--- config.mk ---
export PLATFORM = sky130hd
export DESIGN_NAME = mux_selftest_ctrl
export DESIGN_NICKNAME = d
export VERILOG_FILES = /design/src/rtl/mux_selftest_ctrl.sv
export SDC_FILE = /design/constraint.sdc
export NUM_CORES = 1
export LEC_CHECK = 0
export BUFFER_PORTS_ARGS = -buffer_cell sky130_fd_sc_hd__buf_2
export CORE_ASPECT_RATIO = 1.75
export CORE_MARGIN = 8
export CORE_UTILIZATION = 36
export CTS_CLUSTER_DIAMETER = 80
export DETAILED_ROUTE_END_ITERATION = 7
export PLACE_DENSITY = 0.68
export SLEW_MARGIN = 20
export SYNTH_ARGS = -nofsm -noshare
export SYNTH_HDL_FRONTEND = slang
export SYNTH_SLANG_ARGS = --single-unit
--- constraint.sdc ---
create_clock -name clk_i -period 2.25 [get_ports clk_i]
set_clock_uncertainty 0.1 [all_clocks]
set_input_delay 0.45 -clock clk_i [delete_from_list [all_inputs] [get_ports clk_i]]
set_output_delay 0.45 -clock clk_i [all_outputs]
set_load 0.03 [all_outputs]
--- src/rtl/mux_selftest_ctrl.sv ---
// Built-in self-test sequencer for a 2:1 mux with a 9-wire observation bus.
// Walks all eight {I0,I1,S} vectors, compares against a golden bus, accumulates a fault mask.
module mux_selftest_ctrl #(
    parameter int unsigned SETTLE_CYCLES = 2,
    parameter bit          STOP_ON_FAIL  = 1'b0
) (
    input  logic       clk_i,
    input  logic       rst_i,
    input  logic       start_i,
    input  logic [8:0] dut_out_i,
    output logic       dut_i0_o,
    output logic       dut_i1_o,
    output logic       dut_s_o,
    output logic       busy_o,
    output logic       done_o,
    output logic       pass_o,
    output logic [8:0] fail_mask_o,
    output logic [2:0] first_fail_vec_o,
    output logic [2:0] vec_idx_o
);

    typedef enum logic [1:0] {
        S_IDLE,
        S_WAIT,
        S_CHECK,
        S_DONE
    } state_e;

    localparam logic [3:0] SETTLE_LD = 4'(SETTLE_CYCLES);

    state_e     state_q;
    logic [2:0] vec_q;
    logic [3:0] cnt_q;
    logic       busy_q;
    logic       done_q;
    logic       pass_q;
    logic [8:0] fail_mask_q;
    logic [2:0] first_fail_q;

    logic [8:0] golden;
    logic [8:0] mism;
    logic [8:0] fail_mask_d;
    logic       any_mism;
    logic       stop_now;

    // Golden bus for the vector on the stimulus pins: {I0,I1,S} = vec_q[2:0].
    always_comb begin
        golden      = '0;
        golden[0]   = vec_q[2];
        golden[1]   = vec_q[1];
        golden[2]   = vec_q[0];
        golden[3]   = vec_q[0];
        golden[4]   = vec_q[0];
        golden[5]   = ~vec_q[0];
        golden[6]   = vec_q[1] & vec_q[0];
        golden[7]   = vec_q[2] & ~vec_q[0];
        golden[8]   = golden[6] | golden[7];
        mism        = dut_out_i ^ golden;
        any_mism    = |mism;
        fail_mask_d = fail_mask_q | mism;
        stop_now    = (vec_q == 3'd7) || (STOP_ON_FAIL && any_mism);
    end

    always_ff @(posedge clk_i or posedge rst_i) begin
        if (rst_i) begin
            state_q      <= S_IDLE;
            vec_q        <= '0;
            cnt_q        <= '0;
            busy_q       <= 1'b0;
            done_q       <= 1'b0;
            pass_q       <= 1'b0;
            fail_mask_q  <= '0;
            first_fail_q <= '0;
        end else begin
            done_q <= 1'b0;
            case (state_q)
                S_IDLE: begin
                    if (start_i) begin
                        fail_mask_q  <= '0;
                        pass_q       <= 1'b0;
                        first_fail_q <= '0;
                        cnt_q        <= SETTLE_LD;
                        busy_q       <= 1'b1;
                        state_q      <= S_WAIT;
                    end
                end
                S_WAIT: begin
                    if (cnt_q == 4'd1) begin
                        state_q <= S_CHECK;
                    end else begin
                        cnt_q <= cnt_q - 4'd1;
                    end
                end
                S_CHECK: begin
                    fail_mask_q <= fail_mask_d;
                    // An all-zero mask so far means this is the first failing vector.
                    if (any_mism && (fail_mask_q == '0)) begin
                        first_fail_q <= vec_q;
                    end
                    if (stop_now) begin
                        done_q  <= 1'b1;
                        pass_q  <= (fail_mask_d == '0);
                        state_q <= S_DONE;
                    end else begin
                        vec_q   <= vec_q + 3'd1;
                        cnt_q   <= SETTLE_LD;
                        state_q <= S_WAIT;
                    end
                end
                S_DONE: begin
                    vec_q   <= '0;
                    busy_q  <= 1'b0;
                    state_q <= S_IDLE;
                end
                default: state_q <= S_IDLE;
            endcase
        end
    end

    assign dut_i0_o         = vec_q[2];
    assign dut_i1_o         = vec_q[1];
    assign dut_s_o          = vec_q[0];
    assign busy_o           = busy_q;
    assign done_o           = done_q;
    assign pass_o           = pass_q;
    assign fail_mask_o      = fail_mask_q;
    assign first_fail_vec_o = first_fail_q;
    assign vec_idx_o        = vec_q;

endmodule

==> results.json, run 1 <==
{
  "regToRegSetupSlack_ps": 350,
  "clock.fmax_ghz": 0.527,
  "start_util_pct": 37.1,
  "max-vdd-ir-drop_v": 0.000594,
  "num-fill-cells": 372,
  "cp_max_fo": 5,
  "wl_mm": 3.24,
  "htree_levels": 1,
  "worst-endpoint-arrival_ps": 1980,
  "synth_cells": 142,
  "grt_pass1_wl_mm": 5.26,
  "antenna_cells": 0,
  "start_kind": "flop",
  "holdWs_ps": 103,
  "ios": 33,
  "io_buffers": 32,
  "postCtsHoldBufs": 0,
  "drv_slew": 0,
  "yosysMostFrequentCell": "dfrtp_1",
  "syn_nets": 158,
  "power_w": 0.00208,
  "p_per_area_nw_per_um2": 1280,
  "nets": 195,
  "hold_path.class": "in -> async",
  "drv_cap": 0,
  "worst-setup-path-type": "reg -> reg",
  "overflow": 0,
  "synth_top_area_cell": "dfrtp_1",
  "async_reset_ff_share_pct": 100,
  "yosys-top-cells-count": "24 x dfrtp_1, 20 x nand2_1, 15 x nor2_1, 12 x a21oi_1",
  "dieArea_sq_um": 5930,
  "ant_nets": 0,
  "clk_latency_ps": 270,
  "drc": 0,
  "synth_simple_gate_area_share_pct": 18.7,
  "r2r_start": "vec_idx_o[0]",
  "fin_ws_ps": 351,
  "synthXorXnorAreaFrac_pct": 7.31,
  "max_slew_margin_pct": 77.9,
  "period_share_pct": 84.4,
  "synth_mux_area_share_pct": 3.13,
  "period_minus_slack_ps": 1900,
  "drive_above_1_share_pct": 28.1,
  "cts_tree": "yes",
  "yosys.cell_types.count": 36,
  "gp_congestion": 0.796,
  "clock-sinks": 24,
  "synthAdderAreaFrac_pct": 3.80,
  "rows": 29,
  "cp-end-kind": "flop",
  "cp-startpoint": "vec_idx_o[0]",
  "grt_usage_pct": 11.9,
  "ys.warnings.count": 0,
  "synth_flop_cell": "dfrtp_1",
  "cts_made_buffers": 3,
  "syn_area_sq_um": 1320,
  "finalHoldViolCount": 0,
  "synth_top_family_by_area": "simple AND/OR/NAND/NOR gates",
  "core_area_sq_um": 3560,
  "area_growth_pct": 23.3,
  "post_drt_wl_per_cell_microns": 14.5,
  "ys_seq_area_share_pct": 45.6,
  "via_count": 1100,
  "power_leakage_nw": 0.819,
  "cts_root_buf": "clkbuf_8",
  "first_pass_iters": 4,
  "ff2ff_path_depth": 4,
  "die_h_microns": 96.0,
  "syn_avg_cell_area_sq_um": 9.28,
  "rsz0062_at_grt": "no",
  "drtIter0Drc": 63,
  "grt_max_degree": 25,
  "fin_setup_tns_ps": 0,
  "cp-endpoint": "pass_o",
  "cts_resized": 0,
  "dp_hpwl_mm": 2.56,
  "die_x_microns": 61.7,
  "cts_buffer_depth": 2,
  "cts_setup_buffers": 0,
  "post_drt_via_cell_ratio": 4.91,
  "finalSetupViolCount": 0,
  "synth_top_area_share_pct": 45.6,
  "synthTopCellsByArea": "dfrtp_1 46%, nand2_1 5.7%, a21oi_1 4.6%",
  "grt_pass1_vias": 1149,
  "ys_ff_latch": 24,
  "synth_enable_flop_cells": 0,
  "synth_compound_gate_area_share_pct": 16.0,
  "clkTransAtPathRegs_ps": 80,
  "reg2reg_to": "pass_o",
  "status": "finished, final reports clean",
  "antenna_found_initial": 0,
  "critical_path_required_ps": 2330,
  "tightest_slew_ps": 328,
  "pre_cts_ws_ps": 247
}
[state kept, by name (all words and copies together), names as in the netlist]
| register | flops |
|---|---|
| done_o | 1 |
| state_q | 2 |
| vec_idx_o | 3 |
| pass_o | 1 |
| cnt_q | 4 |
| first_fail_vec_o | 3 |
| fail_mask_o | 9 |
| busy_o | 1 |
[worst max-delay path: stages (launching register included)]
cell	delay, ps
dfrtp_1	440
or4b_4	570
a2111oi_4	400
nand2_1	90
o31ai_1	210
[layout by cell type, fill, tap and decap left out, types with 4 or more instances in the layout]
cell | netlist | routed
nor2_1 | 15 | 15
buf_2 | 1 | 32
o21ai_1 | 4 | 4
nor3_1 | 4 | 4
a21oi_1 | 12 | 12
nand2_1 | 20 | 20
inv_1 | 6 | 6
ha_1 | 4 | 4
dfrtp_1 | 24 | 24
buf_4 | 3 | 8
xor2_1 | 5 | 5
xnor2_1 | 6 | 6
[where the power goes]
| part | internal (W) | total (W) | switching (W) |
|---|---|---|---|
| clock network | 0.000238 | 0.000379 | 0.000141 |
| registers | 0.000576 | 0.000698 | 0.000122 |
| logic | 0.000361 | 0.00100 | 0.000642 |
[worst min path at each step]
stage	start	endpoint	slack (ps)	cells past startpoint
finish	rst_i	fail_mask_o[8]	100	3
global route	rst_i	fail_mask_o[8]	130	3
CTS	rst_i	busy_o	110	3
detailed placement	pass_o	pass_o	380	2
global placement	busy_o	busy_o	360	2
floorplan	rst_i	busy_o	360	1
[layout make-up]
type / instances / area [sq um] / share of cell area [%]
clock buffers: 3 / 41.3 / 2.54
clock inverters: 1 / 30.0 / 1.85
inverters: 8 / 30.0 / 1.85
multi-input cells: 102 / 644 / 39.7
flip-flops and latches: 24 / 601 / 37.0
well taps: 46 / 57.6 / 3.54
repair buffers: 40 / 220 / 13.6
[stage by stage]
| stage | cells | area [sq um] | utilization, % |
|---|---|---|---|
| 5_1_grt | 224 | 1620 | 45.7 |
| 6_report | 224 | 1620 | 45.7 |
| 3_3_place_gp | 220 | 1550 | 43.7 |
| 2_1_floorplan | 142 | 1320 | - |
| 3_5_place_dp | 220 | 1550 | 43.7 |
| 4_1_cts | 224 | 1620 | 45.7 |
[metal layers]
metal | routed length, microns | part of all wire [%] | global-route usage, %
met1 | 1290 | 40 | 12.2
met4 | 59 | 1.8 | 5.54
met5 | 0 | 0 | 0
met3 | 163 | 5.0 | 2.41
met2 | 1730 | 53 | 21.6
[logic make-up after synthesis]
group | count (synthesis)
muxes | 4
adders and majority gates | 4
DFF | 24
and+or+nand+nor | 52
xor gates and xnor gates | 11
AOI/OAI and AO/OA | 31
buffers and inverters | 16
Note: power is estimated with default switching activity, not from simulation.
==> run 2, diff against run 1 <==
==> constraint.sdc (replaced) <==
create_clock -name clk_i -period 1.75 [get_ports clk_i]
set_clock_uncertainty 0.1 [all_clocks]
set_input_delay 0.35 -clock clk_i [delete_from_list [all_inputs] [get_ports clk_i]]
set_output_delay 0.35 -clock clk_i [all_outputs]
set_load 0.03 [all_outputs]
==> results.json, run 2 (synthesis results as in run 1) <==
{
  "grt_pass1_vias": 1235,
  "cts_tree": "yes",
  "p_per_area_nw_per_um2": 1560,
  "clock-sinks": 24,
  "drtIter0Drc": 28,
  "antenna_cells": 0,
  "worst-setup-path-type": "reg -> reg",
  "clk_latency_ps": 260,
  "hold_path.class": "in -> async",
  "dieArea_sq_um": 5930,
  "gp_congestion": 0.728,
  "wl_mm": 3.26,
  "finalHoldViolCount": 0,
  "ff2ff_path_depth": 4,
  "fin_ws_ps": -34.1,
  "die_x_microns": 61.7,
  "ant_nets": 0,
  "multi_input_area_sq_um": 662,
  "start_util_pct": 37.1,
  "max_slew_margin_pct": 75.4,
  "via_count": 1138,
  "drc": 0,
  "violations": "negative setup slack",
  "post_drt_wl_per_cell_microns": 14.0,
  "drv_slew": 0,
  "rows": 29,
  "cts_setup_buffers": 0,
  "grt_pass1_wl_mm": 5.35,
  "cts_root_buf": "clkbuf_8",
  "clkTransAtPathRegs_ps": 80,
  "dpl_cell_area_sq_um": 1630,
  "drive_above_1_share_pct": 34.2,
  "nets": 204,
  "dp_hpwl_mm": 2.60,
  "fin_area_sq_um": 1700,
  "largest_reg_flops": 9,
  "cts_buffer_depth": 2,
  "antenna_found_initial": 0,
  "die_h_microns": 96.0,
  "path_cells": "or4b_4 > a2111oi_4 > a21oi_2 > mux2i_1",
  "cp_slowest_cell": "or4b_4",
  "grt_max_degree": 25,
  "max-vdd-ir-drop_v": 0.000650,
  "status": "complete, but fails checks",
  "final_common_cell": "buf_2",
  "clock.fmax_ghz": 0.561,
  "core_area_sq_um": 3560,
  "period_share_pct": 102,
  "cts_made_buffers": 3,
  "cp-end-kind": "flop",
  "finalSetupViolCount": 4,
  "overflow": 0,
  "power_leakage_nw": 0.863,
  "num-fill-cells": 367,
  "post_drt_via_cell_ratio": 4.88,
  "start_kind": "flop",
  "critical_path_required_ps": 1800,
  "area_growth_pct": 29.0,
  "fin_util_pct": 47.8,
  "drv_cap": 0,
  "holdWs_ps": 7.73,
  "final_cell_mix": "32 x buf_2, 22 x dfrtp_1, 20 x nand2_1",
  "slowest_delay_ps": 500,
  "period_minus_slack_ps": 1780,
  "htree_levels": 1,
  "tightest_slew_ps": 369,
  "io_buffers": 32,
  "grt_usage_pct": 12.0,
  "first_pass_iters": 4,
  "worst-endpoint-arrival_ps": 1830,
  "cp_max_fo": 4,
  "seq_area_sq_um": 603,
  "pre_cts_ws_ps": -111,
  "rsz0062_at_grt": "yes",
  "ios": 33
}
## run 2: worst max-delay path: cells and delay by family, from the launching register on
kind               cells  cell delay [ps]
DFF                    1              440
muxes                  1              140
AOI/OAI and AO/OA      2              480
and+or+nand+nor        1              500
## run 2: final cells by class
cell class                 count  share of cell area [%]
multi-input combinational    102                    39.0
sequential                    24                    35.5
tap                           46                    3.39
clock buffer                   4                    3.24
timing repair buffer          49                    17.2
inverter                       8                    1.77
## run 2: routing by layer
| metal | track usage, % | vias to the layer above | share of wire, % |
|---|---|---|---|
| li1 | - | 572 | - |
| met1 | 11.6 | 531 | 37 |
| met2 | 22.3 | 31 | 53 |
| met3 | 3.08 | 4 | 8.3 |
| met4 | 5.16 | 0 | 1.5 |
| met5 | 0 | - | 0 |
## run 2: final timing paths
check / startpoint / to / slack, ps
min in group clk_i: start_i / state_q[0] / 280
hold reg to reg: busy_o / busy_o / 390
setup / recovery: vec_idx_o[0] / first_fail_vec_o[0] / -30
max in group asynchronous: rst_i / vec_idx_o[1] / 1290
hold / removal: rst_i / cnt_q[3] / 8
setup reg to reg: vec_idx_o[0] / first_fail_vec_o[0] / -30
## run 2: timing repair
item                       CTS  global route
setup endpoints to repair    4             8
resized for setup            0             3
pin swaps                    0             0
hold buffers                 0             0
## run 2: stage by stage
stage	cells	power, W	setup TNS [ps]
floorplan	142	0.00184	-191
global placement	229	0.00228	-313
detailed placement	229	0.00230	-393
CTS	233	0.00268	-110
global route	233	0.00287	-394
finish	233	0.00266	-92.0
## run 2: where the power goes
part | total [W] | internal [W] | switching (W)
clock network | 0.000373 | 0.000201 | 0.000173
registers | 0.000890 | 0.000744 | 0.000146
logic | 0.00140 | 0.000538 | 0.000858
total | 0.00266 | 0.00148 | 0.00118
